<file path="config.mk">
export PLATFORM = sky130hd
export DESIGN_NAME = led_fade_pwm_flat
export DESIGN_NICKNAME = d
export VERILOG_FILES = /design/src/rtl/led_fade_pwm_if.sv /design/src/rtl/led_fade_pwm.sv /design/src/flat_wrapper.sv
export SDC_FILE = /design/constraint.sdc
export NUM_CORES = 1
export LEC_CHECK = 0
export CELL_PAD_IN_SITES_DETAIL_PLACEMENT = 0
export CELL_PAD_IN_SITES_GLOBAL_PLACEMENT = 1
export CORE_MARGIN = 4
export CORE_UTILIZATION = 44
export DETAILED_ROUTE_END_ITERATION = 7
export PLACE_DENSITY = 0.83
export SETUP_SLACK_MARGIN = 0.1
export SLEW_MARGIN = 25
export SYNTH_ARGS = -nofsm -noshare
export SYNTH_HDL_FRONTEND = slang
export SYNTH_SLANG_ARGS = --single-unit
export TNS_END_PERCENT = 10
</file>
<file path="constraint.sdc">
create_clock -name clk -period 1.9 [get_ports clk]
set_clock_uncertainty 0.15 [all_clocks]
set_input_delay 0.285 -clock clk [delete_from_list [all_inputs] [get_ports clk]]
set_output_delay 0.285 -clock clk [all_outputs]
set_load 0.01 [all_outputs]
</file>
<file path="src/rtl/led_fade_pwm_if.sv">
// Pattern-in / LED-drive-out bundle between a pattern generator and the PWM fade stage.
interface led_fade_pwm_if;
  logic        en;
  logic [15:0] led_in;
  logic [15:0] led_out;
  logic        busy;

  // Generator side drives enable and the raw pattern; the fade stage returns pin drive and activity.
  modport master (output en, led_in, input  led_out, busy);
  modport slave  (input  en, led_in, output led_out, busy);
endinterface

</file>
<file path="src/rtl/led_fade_pwm.sv">
// 16-channel LED output stage: lit bits show full brightness, dropped bits fade out
// linearly in DECAY_STEP decrements every DECAY_DIV cycles, rendered with a shared PWM counter.
module led_fade_pwm #(
  parameter int PWM_BITS   = 8,
  parameter int DECAY_DIV  = 1000000,
  parameter int DECAY_STEP = 16
) (
  input  logic           clk,
  input  logic           rst_n,
  led_fade_pwm_if.slave  bus
);

  localparam int                  CH         = 16;
  localparam int                  DCW        = (DECAY_DIV > 1) ? $clog2(DECAY_DIV) : 1;
  localparam logic [PWM_BITS-1:0] MAX        = '1;
  localparam logic [PWM_BITS-1:0] STEP       = PWM_BITS'(DECAY_STEP);
  localparam logic [DCW-1:0]      DECAY_LAST = DCW'(DECAY_DIV - 1);

  logic [PWM_BITS-1:0] pwm_cnt_q,   pwm_cnt_d;
  logic [DCW-1:0]      decay_cnt_q, decay_cnt_d;
  logic [PWM_BITS-1:0] level_q [CH];
  logic [PWM_BITS-1:0] level_d [CH];
  logic [CH-1:0]       led_out_q,   led_out_d;
  logic                busy_q,      busy_d;
  logic                decay_tick;
  logic                any_level;

  always_comb begin
    decay_tick  = (decay_cnt_q == DECAY_LAST);
    pwm_cnt_d   = pwm_cnt_q;
    decay_cnt_d = decay_cnt_q;
    busy_d      = busy_q;
    led_out_d   = '0;
    any_level   = 1'b0;

    for (int i = 0; i < CH; i++) begin
      level_d[i] = level_q[i];
      any_level  = any_level | (level_q[i] != '0);
      // Full level forces 100% duty; otherwise level L is high for pwm_cnt 0..L-1.
      led_out_d[i] = bus.en & ((level_q[i] == MAX) | (level_q[i] > pwm_cnt_q));
      if (bus.en) begin
        if (bus.led_in[i]) begin
          level_d[i] = MAX;
        end else if (decay_tick) begin
          level_d[i] = (level_q[i] > STEP) ? (level_q[i] - STEP) : '0;
        end
      end
    end

    // Disabled: counters, levels and busy freeze while the pins are blanked.
    if (bus.en) begin
      pwm_cnt_d   = pwm_cnt_q + 1'b1;
      decay_cnt_d = decay_tick ? '0 : (decay_cnt_q + 1'b1);
      busy_d      = any_level;
    end
  end

  always_ff @(posedge clk or negedge rst_n) begin
    if (!rst_n) begin
      pwm_cnt_q   <= '0;
      decay_cnt_q <= '0;
      led_out_q   <= '0;
      busy_q      <= 1'b0;
      for (int i = 0; i < CH; i++) begin
        level_q[i] <= '0;
      end
    end else begin
      pwm_cnt_q   <= pwm_cnt_d;
      decay_cnt_q <= decay_cnt_d;
      led_out_q   <= led_out_d;
      busy_q      <= busy_d;
      for (int i = 0; i < CH; i++) begin
        level_q[i] <= level_d[i];
      end
    end
  end

  assign bus.led_out = led_out_q;
  assign bus.busy    = busy_q;

endmodule

</file>
<file path="src/flat_wrapper.sv">
// flat-port wrapper written by rule: the top's interface ports become plain ports
module led_fade_pwm_flat 
#(
  parameter int PWM_BITS   = 8,
  parameter int DECAY_DIV  = 1000000,
  parameter int DECAY_STEP = 16
)
  (clk, rst_n, bus_en, bus_led_in, bus_led_out, bus_busy);
  led_fade_pwm_if bus_i ();
  input  logic clk;
  input  logic rst_n;
  input wire logic [$bits(bus_i.en)-1:0] bus_en;
  input wire logic [$bits(bus_i.led_in)-1:0] bus_led_in;
  output wire logic [$bits(bus_i.led_out)-1:0] bus_led_out;
  output wire logic [$bits(bus_i.busy)-1:0] bus_busy;
  assign bus_i.en = bus_en;
  assign bus_i.led_in = bus_led_in;
  assign bus_led_out = bus_i.led_out;
  assign bus_busy = bus_i.busy;
  led_fade_pwm #(.PWM_BITS(PWM_BITS), .DECAY_DIV(DECAY_DIV), .DECAY_STEP(DECAY_STEP)) u_core (.clk(clk), .rst_n(rst_n), .bus(bus_i));
endmodule
</file>
==> flow_summary.toml <==
[sta]
fmax_mhz = 513
rsz0062_at_grt = "true"
tns_ns = -0.298
timing.final.ws_setup_ns = -0.0510
tightest_slew_ns = 0.484
setup_violations = 12
period_share_pct = 103
finalCriticalPeriod_ns = 1.95
hold_viol_final = 0
timing.final.max_slew_violations = 0
finalHoldWorstSlack_ns = 0.0819
slew_headroom_pct = 67.7

[pwr]
p_sw_share_pct = 36.6
finalPower_mw = 12.0
peakVddDrop_uv = 776
p_int_mw = 7.62
power.density_nw_per_um2 = 983
p_leak_nw = 5.68
p_switching_mw = 4.41
power_frac_comb_pct = 47.7
clkPwrFrac_pct = 26.8
p_seq_share_pct = 25.6

[route]
vias = 8671
first_pass_iters = 5
drt-total-wl_microns = 27500
wl_per_cell_microns = 18.6
drt_iter0_markers = 530
route.detailed.drc = 0
vias_per_cell = 5.84
drtAntennaViolNets = 0

[critical_path]
r2r_slack_ns = -0.05
cp_max_fo = 11
worstSetupEndpointType = "flip-flop"
critPathArrivalTime_ns = 2.08
rr_worst_depth = 8
crit_path_start_kind = "flip-flop"
crit_type = "reg2reg"
r2r-end = "u_core.bus.led_out[5]"
cp.required_ns = 2.02
r2r-start = "u_core.pwm_cnt_q[1]"

[synthesis]
synth.ff_latch_count = 125
syn-num-nets = 1246
ys_warn_count = 0
synth_area_sq_um = 9550
yosysSeqAreaShare_pct = 32.8
synth_cell_types = 37
syn_area_per_cell_sq_um = 9.24
syn_inst = 1033

[place]
gp_congestion = 0.828
dpl.hpwl_microns = 19300
place.port_buffers = 35
dp_slack_ns = -0.137

[floorplanning]
die_h_microns = 155
die_area_sq_um = 24100
rows = 53
start_util_pct = 45.1
core-area_sq_um = 21200
num_io_pins = 36
die_w_microns = 155

[clocking]
cts_max_level = 4
root_buffer = "clkbuf_16"
cts_tree = "done"
clk_pin_slew_ns = 0.06
clkLatencyLatePin_ns = 0.42
cts_buffers = 17
cts_sinks = 125
cts.path.max_buffers = 2

[global_route]
gr-usage-all-layers_pct = 23.3
grt_max_degree = 49
grt_pass1_wl_microns = 44600
antenna_found_initial = 0
overflow = 0
first_global_vias = 8415

[status]
violations = "setup timing"
outcome = "finished, violations left"

[flow_run]
max_cap_violations = 0

[min_path]
min_path_type = "in2async"

[cells_and_area]
nets = 1413
area_growth_pct = 28.2
drive_gt1_share_pct = 17.4
antennaDiodeCount = 0
how the worst max path moves through the flow:
stage	startpoint	endpoint	slack (ns)	cells past startpoint
4_1_cts	u_core.pwm_cnt_q[1]	u_core.bus.led_out[12]	-0.02	8
3_5_place_dp	u_core.decay_cnt_q[11]	u_core.level_q[63]	-0.14	6
2_1_floorplan	u_core.pwm_cnt_q[1]	u_core.bus.led_out[0]	0.03	7
6_report	u_core.pwm_cnt_q[1]	u_core.bus.led_out[5]	-0.05	8
3_3_place_gp	u_core.decay_cnt_q[11]	u_core.level_q[23]	-0.1	6
5_1_grt	u_core.pwm_cnt_q[1]	u_core.bus.led_out[4]	-0.15	8
cells in the final DEF, fill, tap and decap left out, types with 3 or more instances in the layout:
| cell | instances |
|---|---|
| nand3_1 | 50 |
| nor4_1 | 13 |
| nor3_1 | 17 |
| buf_6 | 3 |
| o21ai_0 | 50 |
| buf_4 | 120 |
| o221ai_1 | 16 |
| nor2b_1 | 18 |
| nand4b_1 | 17 |
| o41ai_2 | 4 |
| a21o_1 | 9 |
| nand2_1 | 93 |
| dfrtp_1 | 125 |
| nand3b_1 | 15 |
| inv_1 | 62 |
| nor4b_2 | 4 |
| xnor2_1 | 12 |
| and3_1 | 7 |
| clkinv_2 | 3 |
| nor2_1 | 17 |
| nand2_2 | 3 |
| nor4_2 | 4 |
| nand4_1 | 57 |
| o211ai_1 | 48 |
| ha_4 | 6 |
| nand3_2 | 4 |
| or3_1 | 15 |
| clkbuf_8 | 3 |
| ha_1 | 186 |
| xor2_1 | 10 |
| clkdlybuf4s50_1 | 31 |
| a21oi_1 | 88 |
| nand2b_1 | 7 |
| o21ai_1 | 26 |
| clkbuf_16 | 17 |
| buf_12 | 16 |
| clkinvlp_4 | 3 |
logic make-up after synthesis:
kind of cell	synth area share [%]
xor+xnor	2.02
compound gates	15.4
fa+ha+maj	25.4
simple gates	20.6
flops	32.8
buf+inv	3.75
layout make-up:
class,instances,area [sq um]
Sequential cell,125,3130
Timing Repair Buffer,174,1610
Fill cell,1864,8920
Multi-Input combinational cell,818,6350
Inverter,64,244
Clock inverter,7,90.1
Tap cell,275,344
Clock buffer,22,474
worst max-delay path, cell delays in order, from the launching register on:
cell        delay, ns
dfrtp_1          0.39
clkinvlp_4       0.14
buf_12           0.17
ha_1             0.29
nor2b_1          0.14
o211ai_1         0.16
a21oi_1          0.08
o221ai_1         0.17
o21ai_0          0.12
state kept, by name, summed over array words and instances, names as in the netlist:
signal              count
u_core.bus.led_out     16
u_core.level_q         80
u_core.bus.busy         1
u_core.decay_cnt_q     20
u_core.pwm_cnt_q        8
what timing repair did:
| action | 4_1_cts | 5_1_grt |
|---|---|---|
| endpoints found under the setup margin | 108 | 110 |
| pin swaps | 23 | 41 |
| endpoints found under the hold margin | 125 | 0 |
| resized for setup | 38 | 36 |
| hold buffers | 1 | 0 |
| setup buffers | 1 | 0 |
through the flow:
step / area, sq um / util (%) / cells
2_1_floorplan: 9550 / - / 1033
3_3_place_gp: 11400 / 53.7 / 1454
3_5_place_dp: 11400 / 53.7 / 1454
4_1_cts: 12100 / 57.3 / 1485
5_1_grt: 12200 / 57.8 / 1485
6_report: 12200 / 57.8 / 1485
power groups by stage:
stage / Combinational [mW] / Sequential, mW / Clock [mW]
2_1_floorplan: 3.20 / 3.22 / 0
3_3_place_gp: 5.32 / 3.12 / 0
3_5_place_dp: 5.50 / 3.12 / 0
4_1_cts: 5.64 / 3.07 / 3.26
5_1_grt: 6.48 / 3.10 / 3.39
6_report: 5.73 / 3.07 / 3.22
per-layer routing:
layer	part of all wire [%]	track usage, %
met5	0	0
met2	47	37.8
met4	1.7	6.13
met1	47	33.0
met3	3.8	2.89
synthesized netlist by cell type, drive strengths merged:
| cell | count | area share (%) |
|---|---|---|
| xnor2 | 12 | 1.1 |
| nor3b | 2 | 0.21 |
| nand3 | 54 | 2.8 |
| clkbuf | 14 | 0.55 |
| or4 | 1 | 0.079 |
| and2 | 1 | 0.066 |
| nand4b | 17 | 1.6 |
| nor2b | 20 | 1.3 |
| and4 | 3 | 0.28 |
| inv | 64 | 2.5 |
| a21o | 9 | 0.71 |
| nand2 | 96 | 3.8 |
| a211oi | 2 | 0.16 |
| o2bb2ai | 1 | 0.092 |
| o41ai | 6 | 0.55 |
| nor2 | 18 | 0.71 |
| a22o | 1 | 0.092 |
| nand3b | 15 | 1.2 |
| buf | 12 | 0.68 |
| o211ai | 48 | 3.8 |
| nand2b | 7 | 0.46 |
| or3 | 15 | 0.98 |
| xor2 | 10 | 0.92 |
| o221ai | 16 | 1.5 |
| nor3 | 17 | 0.89 |
| ha | 194 | 25 |
| nor4 | 18 | 1.3 |
| and3 | 8 | 0.52 |
| o21ai | 76 | 4.0 |
| dfrtp | 125 | 33 |
| nand4 | 58 | 4.0 |
| a21oi | 88 | 4.6 |
| nor4b | 5 | 0.46 |
Note: power is estimated with default switching activity, not from simulation.
